### config.mk
export PLATFORM = sky130hd
export DESIGN_NAME = uart_rx_buffered
export DESIGN_NICKNAME = d
export VERILOG_FILES = /design/src/rtl/uart_pkg.sv /design/src/rtl/uart_sync_fifo.sv /design/src/rtl/uart_rx_buffered.sv
export SDC_FILE = /design/constraint.sdc
export NUM_CORES = 1
export LEC_CHECK = 0
export CELL_PAD_IN_SITES_DETAIL_PLACEMENT = 2
export CELL_PAD_IN_SITES_GLOBAL_PLACEMENT = 2
export CORE_MARGIN = 4
export CORE_UTILIZATION = 36
export DETAILED_ROUTE_END_ITERATION = 16
export PLACE_DENSITY_LB_ADDON = 0.1
export SLEW_MARGIN = 20
export SYNTH_ARGS = -nofsm -noshare
export SYNTH_HDL_FRONTEND = slang
export SYNTH_SLANG_ARGS = --single-unit
### constraint.sdc
create_clock -name i_Clock -period 1.76 [get_ports i_Clock]
set_input_delay 0.352 -clock i_Clock [delete_from_list [all_inputs] [get_ports i_Clock]]
set_output_delay 0.352 -clock i_Clock [all_outputs]
set_load 0.02 [all_outputs]
### src/rtl/uart_pkg.sv
// Shared UART definitions: receiver/transmitter FSM encoding, default bit
// timing and data width.
package uart_pkg;

   localparam int unsigned CLKS_PER_BIT_DEFAULT = 434;
   localparam int unsigned DATA_W               = 8;

   typedef enum logic [1:0] {
      IDLE,
      START,
      DATA,
      STOP
   } uart_state_t;

endpackage

### src/rtl/uart_sync_fifo.sv
// Synchronous first-word-fall-through FIFO. The pointers carry an extra MSB
// so that full and empty can be told apart.
module uart_sync_fifo #(
   parameter int unsigned WIDTH = 8,
   parameter int unsigned DEPTH = 4
) (
   input  logic                     i_Clock,
   input  logic                     i_Reset,
   input  logic                     push,
   input  logic                     pop,
   input  logic [WIDTH-1:0]         wr_data,
   output logic [WIDTH-1:0]         rd_data,
   output logic                     full,
   output logic                     empty,
   output logic [$clog2(DEPTH):0]   count
);

   localparam int unsigned AW = $clog2(DEPTH);

   logic [WIDTH-1:0] mem [DEPTH];
   logic [AW:0]      wr_ptr;
   logic [AW:0]      rd_ptr;
   logic             do_push;
   logic             do_pop;

   assign empty   = (wr_ptr == rd_ptr);
   assign full    = (wr_ptr[AW] != rd_ptr[AW]) && (wr_ptr[AW-1:0] == rd_ptr[AW-1:0]);
   assign count   = wr_ptr - rd_ptr;
   assign do_pop  = pop && !empty;
   // A pop in the same cycle frees the slot the push is about to fill.
   assign do_push = push && (!full || do_pop);
   assign rd_data = empty ? '0 : mem[rd_ptr[AW-1:0]];

   always_ff @(posedge i_Clock) begin
      if (i_Reset) begin
         wr_ptr <= '0;
         rd_ptr <= '0;
      end else begin
         if (do_push) begin
            mem[wr_ptr[AW-1:0]] <= wr_data;
            wr_ptr              <= wr_ptr + 1'b1;
         end
         if (do_pop) begin
            rd_ptr <= rd_ptr + 1'b1;
         end
      end
   end

endmodule

### src/rtl/uart_rx_buffered.sv
// 8N1 UART receiver with input synchronizer, feeding a small receive FIFO.
// Frame errors and FIFO overruns are reported as single-cycle pulses.
module uart_rx_buffered
   import uart_pkg::*;
#(
   parameter int unsigned CLKS_PER_BIT = CLKS_PER_BIT_DEFAULT,
   parameter int unsigned FIFO_DEPTH   = 4
) (
   input  logic                          i_Clock,
   input  logic                          i_Reset,
   input  logic                          i_enable,
   input  logic                          i_RX,
   input  logic                          i_rd_en,
   output logic [DATA_W-1:0]             o_rd_data,
   output logic                          o_rd_valid,
   output logic [$clog2(FIFO_DEPTH):0]   o_count,
   output logic                          o_RX_Active,
   output logic                          o_frame_err,
   output logic                          o_overrun
);

   localparam int unsigned CNT_W = (CLKS_PER_BIT > 1) ? $clog2(CLKS_PER_BIT) : 1;
   localparam logic [CNT_W-1:0] HALF_M1 = CNT_W'(CLKS_PER_BIT / 2 - 1);
   localparam logic [CNT_W-1:0] FULL_M1 = CNT_W'(CLKS_PER_BIT - 1);

   logic              rx_meta, rx_s;
   uart_state_t       state, state_nx;
   logic [CNT_W-1:0]  clk_cnt, cnt_nx;
   logic [2:0]        bit_idx, idx_nx;
   logic [DATA_W-1:0] shift, shift_nx;
   logic              push, ferr_nx, pop;
   logic              fifo_full, fifo_empty;

   always_ff @(posedge i_Clock) begin
      if (i_Reset) begin
         rx_meta     <= 1'b1;
         rx_s        <= 1'b1;
         state       <= IDLE;
         clk_cnt     <= '0;
         bit_idx     <= '0;
         shift       <= '0;
         o_frame_err <= 1'b0;
         o_overrun   <= 1'b0;
      end else begin
         rx_meta     <= i_RX;
         rx_s        <= rx_meta;
         state       <= state_nx;
         clk_cnt     <= cnt_nx;
         bit_idx     <= idx_nx;
         shift       <= shift_nx;
         o_frame_err <= ferr_nx;
         o_overrun   <= push && fifo_full && !pop;
      end
   end

   always_comb begin
      state_nx = state;
      cnt_nx   = clk_cnt;
      idx_nx   = bit_idx;
      shift_nx = shift;
      push     = 1'b0;
      ferr_nx  = 1'b0;
      if (!i_enable) begin
         state_nx = IDLE;
         cnt_nx   = '0;
         idx_nx   = '0;
      end else begin
         case (state)
            IDLE: begin
               cnt_nx = '0;
               idx_nx = '0;
               if (!rx_s) state_nx = START;
            end
            START: begin
               if (clk_cnt == HALF_M1) begin
                  cnt_nx   = '0;
                  state_nx = rx_s ? IDLE : DATA;
               end else begin
                  cnt_nx = clk_cnt + 1'b1;
               end
            end
            DATA: begin
               if (clk_cnt == FULL_M1) begin
                  cnt_nx            = '0;
                  shift_nx[bit_idx] = rx_s;
                  if (bit_idx == 3'd7) begin
                     idx_nx   = '0;
                     state_nx = STOP;
                  end else begin
                     idx_nx = bit_idx + 3'd1;
                  end
               end else begin
                  cnt_nx = clk_cnt + 1'b1;
               end
            end
            STOP: begin
               if (clk_cnt == FULL_M1) begin
                  cnt_nx   = '0;
                  state_nx = IDLE;
                  push     = rx_s;
                  ferr_nx  = !rx_s;
               end else begin
                  cnt_nx = clk_cnt + 1'b1;
               end
            end
            default: state_nx = IDLE;
         endcase
      end
   end

   assign o_RX_Active = (state != IDLE);
   assign o_rd_valid  = !fifo_empty;
   assign pop         = i_rd_en && !fifo_empty;

   uart_sync_fifo #(
      .WIDTH (DATA_W),
      .DEPTH (FIFO_DEPTH)
   ) u_fifo (
      .i_Clock (i_Clock),
      .i_Reset (i_Reset),
      .push    (push),
      .pop     (pop),
      .wr_data (shift),
      .rd_data (o_rd_data),
      .full    (fifo_full),
      .empty   (fifo_empty),
      .count   (o_count)
   );

endmodule

# After elaboration in Yosys (flattened, before gate mapping)
# Memories as Yosys holds them, arrays and structs flattened. A register that Yosys moved wholly into a read port is not among the register bits.
# Index checks and enable logic that the tools add are counted.
# op_classes
add_sub_neg,5
magnitude_cmp,2
eq_ne,14
n_mux,25
bitwise_logic,3
reduce_logical,21
# ops
operator,count
9-bit one-hot mux with 3 select lines,1
9-bit two-way mux,2
2-bit two-way mux,8
"2-bit inequality test, second input constant",5
"3-bit by 1-bit adder with 3-bit output, second input constant",3
"9-bit by 1-bit adder with 9-bit output, second input constant",1
"9-bit by 8-bit == test with 1-bit output, second input constant",1
"9-bit == test, second input constant",1
8-bit bitwise mux,1
8-bit two-way mux,1
2-bit one-hot mux with 4 select lines,1
1-bit logical AND,7
1-bit two-way mux,7
3-bit two-way mux,2
3-bit one-hot mux with 2 select lines,1
5-bit AND reduction,1
"2-bit == test, second input constant",2
1-bit zero test,4
"3-bit by 4-bit < comparator with 1-bit output, second input constant",1
2-bit nonzero test,2
2-bit OR reduction,2
4-bit OR reduction,1
1-bit demux with 3-bit select,1
3-bit == test,1
other kinds (11),13
# word_totals
ff_bits,32
mem_bits_rw,32
inputBits,5
output_inout_bits,15
memories,1
# mem_list
name,depth,width,read_ports,rd_ports_with_merged_regs,write_ports,line,rtl
u_fifo.mem,4,8,1,1,1,uart_sync_fifo.sv:20,logic [WIDTH-1:0] mem [DEPTH];

# Depth between registers and ports, before layout
# logic_depth
ltp_word,9
mapped_depth,8
depth_no_buf,6

# Modules after synthesis
# A second synthesis with hierarchy kept.
# hier_totals
hier_cells,257
hier_area_um2,3116.7
# modules_own_cells
mod,n_inst,cells_each,area_per_inst_um2,seq_area_each_um2
uart_sync_fifo,1,108,1745.4,1121.1
uart_rx_buffered,1,149,1371.3,520.5

# Least setup slack after synthesis
# Ideal clock, no wire load.
# synth_timing
kind,register -> register
startpoint,register u_fifo.wr_ptr[0]
endpoint,"memory u_fifo.mem[3][0], enable pin"
setup_ns,0.332
arrival_ns,1.624
setup_slack_ns,-0.195
path_stages_with_launch,7
path_buffers,0
path_cell_list,dfxtp_1 > inv_1 > ha_1 > nand2_1 > nor3b_2 > nor4_1 > and2_1
# synth_via
elab_chain_cells,9
# synth_lines
element,line,rtl
start: declaration,uart_sync_fifo.sv:21,logic [AW:0] wr_ptr;
start signal: assignment,uart_sync_fifo.sv:41,wr_ptr <= wr_ptr + 1'b1;
3-bit == test,uart_sync_fifo.sv:26,assign empty = (wr_ptr == rd_ptr);
1-bit zero test,"uart_sync_fifo.sv:29, uart_rx_buffered.sv:113",
1-bit logical AND,uart_rx_buffered.sv:113,assign pop = i_rd_en && !fifo_empty;
1-bit logical AND,uart_sync_fifo.sv:29,assign do_pop = pop && !empty;
1-bit logical OR,uart_sync_fifo.sv:31,assign do_push = push && (!full || do_pop);
1-bit logical AND,uart_sync_fifo.sv:31,
1-bit two-way mux,uart_sync_fifo.sv:39,if (do_push) begin
1-bit two-way mux,uart_sync_fifo.sv:35,if (i_Reset) begin
1-bit two-way mux (not written as such),uart_sync_fifo.sv:40,mem[wr_ptr[AW-1:0]] <= wr_data;
end: declaration,uart_sync_fifo.sv:20,
# Several ways; a longest one is shown, not always the timed one.

# Final worst setup path
# layout_timing
startpoint,register u_fifo.wr_ptr[0]
endpoint,output port o_rd_data[5]
# layout_via
elab_chain_cells,2
# layout_lines
element,line,rtl
3-bit == test,uart_sync_fifo.sv:26,
8-bit two-way mux,uart_sync_fifo.sv:32,assign rd_data = empty ? '0 : mem[rd_ptr[AW-1:0]];
end: declaration,uart_rx_buffered.sv:14,"output logic [DATA_W-1:0] o_rd_data,"
# No other way between the ends.

==> flow_summary.yaml <==
outcome:
  run_status: "finished with violations"
  failed_checks: "negative setup slack"
final_layout:
  fillerInstances: 744
  layoutNonFillerInstCount: 426
  final_nets: 337
  utilization_of_the_core_after_routing_pct: 53.6
  area_taken_by_flip_flops_and_latches_um2: 1650
  diodes_inserted: 0
  final_area_um2: 4230
  syn_to_final_growth_pct: 42.2
  multi_input_comb_area_um2: 1480
  post_route_cells_drive_above_1_share_pct: 49.4
sta:
  worst_slack_ns: -0.254
  grt_setup_unrepaired: "true"
  hold_violations: 0
  max_slew.worst_pin.slew_ns: 0.349
  slew_headroom_pct: 76.6
  max_slew_violation_count: 0
  period_minus_slack_ns: 2.01
  fmax_mhz: 497
  setup_viol_count_final: 55
  final_cycle_utilization_of_the_critical_path_pct: 114
  setup_total_negative_slack_ns: -8.11
  finClkSkew_ns: 0.0107
clocking:
  cts_htree_levels: 3
  cts-buffers-inserted: 9
  clk-insertion-delay-late_ns: 0.34
  clk_transition_reported_paths_ns: 0.08
  hold_buffers: 0
  max_clock_buf_depth: 2
  cts.sinks: 66
  cts_tree: "yes"
  clockRootBuffer: "clkbuf_8"
critical_path:
  critical_path_arrival_ns: 1.66
  critical_path_peak_fanout: 8
  worstPathRequired_ns: 1.41
  worstSetupPathDepth: 8
  critical_path.max_stage_delay_ns: 0.35
  cell_chain_critical_path: "inv_2, ha_4, nand2_4, buf_6, nor2_4, buf_8, nor2b_1, buf_4"
  reg2regPathDepth: 7
  critPathKind: "register to output pin"
  path_delay_family: "buffers and inverters"
  timing.critical_path.from_type: "register"
  cp.buffers_inverters: 4
  critical_path.slowest_cell: "dfxtp_2"
  critical_path.endpoint_type: "output pin"
detailed_routing:
  drt_drc_violations_left: 0
  wl_per_cell_um: 19.3
  antenna_left: 0
  drt-pass1-iter-count: 4
  wirelength_um: 8210
  detailroute.via_count: 2169
  route.detailed.vias_per_inst: 5.09
  drt_first_iter_violations: 53
power_and_ir_drop:
  pwr-share-comb_pct: 1.9
  power.share.switching_pct: 20.9
  totalPowerFinal_w: 0.00306
  cellPowerDensity_nw_per_um2: 723
  ir_worst_vdd_uv: 384
  p_leak_nw: 1.64
  power.net_switching_w: 0.000639
  seq_power_share_pct: 52.3
  cell_internal_pwr_w: 0.00242
  power.clock.fraction_pct: 45.9
min_path:
  holdPathStages: 1
  worst_min_delay_path_class: "register to register"
placement:
  buffer_ports.inserted: 19
  numPlacedInstances: 397
  gp_congestion: 0.772
  dpl.hpwl_um: 5330
  detailed_place.area_um2: 3600
logic_synthesis:
  synthesis.area_per_instance_um2: 12.2
  post_synth_main_area_contributors: "edfxtp_1 (32%), dfxtp_1 (23%), mux4_2 (6.1%)"
  syn_nets: 261
  synth-warning-count: 0
  ys_async_sr_fraction_pct: 0
  synthesis.instances: 243
  netlist-cell-type-count: 47
  number_of_register_bits_inferred_by_synthesis: 66
  synth.cell_area_um2: 2970
  area_share_of_the_largest_cell_type_after_synthesis_pct: 32.3
  ys_dominant_reg_cell: "dfxtp_1"
  ys_seq_area_share_pct: 55.2
  synthDominantAreaCellType: "edfxtp_1"
  synth_edf_count: 32
floorplan:
  ioPinCount: 20
  fp.dieH_um: 98.9
  core_area_um2: 7890
  horizontal_die_dimension_um: 98.9
  initial_utilization_pct: 37.7
  std_cell_rows: 32
  fp.dieArea_um2: 9780
global_route:
  grt_pass1_vias: 2410
  grt_util_all_layers_pct: 17.6
  grt_max_degree: 19
  overflow: 0
  antenna_found_initial: 0
  grt_util_met3_pct: 2.97
  gr-usage-met2_pct: 33.3
  global_route.usage.met1_pct: 19.9
  grt_first_pass_wirelength_um: 13200
  busiest_layer: "met2"
job:
  max_cap_viol_count: 0
## timing repair
item	4_1_cts	5_1_grt
pin swaps	19	24
buffers inserted	7	10
setup endpoints to repair	60	65
gates resized for setup	90	67
gates cloned	1	0
## through the flow
stage          hold WS, ns  setup WS (ns)
3_5_place_dp         0.408         -0.564
2_1_floorplan        0.389        0.00668
5_1_grt              0.450         -0.333
6_report             0.421         -0.254
4_1_cts              0.426         -0.268
3_3_place_gp         0.391         -0.496
## cells in the mapped netlist (3+ instances only)
library cell,count
nor2b_1,11
nand4_1,10
nand2_1,12
nor3_1,5
inv_1,9
or2_2,4
edfxtp_1,32
o21ai_0,7
ha_1,12
clkbuf_1,4
and2_1,5
a21oi_1,9
nand3_1,4
mux4_2,8
buf_6,3
xor2_1,7
xnor2_1,4
dfxtp_1,34
mux2i_1,6
o31ai_1,3
nor2_1,23
or4b_1,3
## final timing paths
kind                                        from          endpoint  slack [ns]
worst max-delay path            u_fifo.wr_ptr[0]      o_rd_data[5]       -0.25
worst min-delay path                     rx_meta              rx_s        0.42
worst max register to register        clk_cnt[1]  u_fifo.mem[3][5]       -0.18
worst min register to register           rx_meta              rx_s        0.42
## layout by cell type, fill, tap and decap left out, drive strengths merged, types with 7 or more instances in the layout
master and instances:
a21oi 9, buf 68, clkbuf 10, dfxtp 34, edfxtp 32, ha 12, inv 10, mux4 8
nand2 13, nand4 10, nor2 23, nor2b 11, o21ai 8, xor2 7
## sequential cells by signal (all words and copies together), names as in the netlist, named ones only
name,cells
u_fifo.mem,32
clk_cnt,9
shift,8
bit_idx,3
u_fifo.rd_ptr,3
u_fifo.wr_ptr,3
o_frame_err,1
o_overrun,1
rx_meta,1
rx_s,1
state,1
## power groups by stage
stage / combinational, W / clock, W / sequential (W)
after floorplan: 0.0000231 / 0 / 0.00163
after CTS: 0.0000518 / 0.00144 / 0.00160
after global placement: 0.0000473 / 0 / 0.00163
final: 0.0000566 / 0.00140 / 0.00160
after detailed placement: 0.0000480 / 0 / 0.00163
after global routing: 0.0000617 / 0.00151 / 0.00160
## metal layers
metal  up-vias  wire, µm
met5         -         0
met4         0       104
met3        10       221
met2        29      4570
met1      1102      3310
li1       1028         -
## cells by family (layout without fill, tap and decap cells)
group | count (synthesis) | after routing | synth area share (%)
XOR/XNOR | 11 | 11 | 3.24
flip-flops | 66 | 66 | 55.2
buffers and inverters | 20 | 101 | 4.08
AO/OA/AOI/OAI | 28 | 28 | 5.85
multiplexers | 14 | 14 | 8.08
adder cells (fa/ha/maj) | 13 | 13 | 5.72
AND/OR/NAND/NOR | 91 | 91 | 17.8
## final cells by class
| cell class | count | share of cell area [%] |
|---|---|---|
| Sequential cell | 66 | 39.0 |
| Clock buffer | 9 | 2.93 |
| Multi-Input combinational cell | 157 | 35.0 |
| Clock inverter | 7 | 2.19 |
| Tap cell | 102 | 3.02 |
| Timing Repair Buffer | 76 | 17.0 |
| Inverter | 9 | 0.799 |
## worst reg2reg max path: cells and delay by family (launching register included)
kind                       cells  cell delay, ns
adders and majority gates      1            0.11
buffers and inverters          2            0.15
DFF                            1            0.33
and+or+nand+nor                4            1.05
No activity file was read; power rests on OpenSTA's default activity.
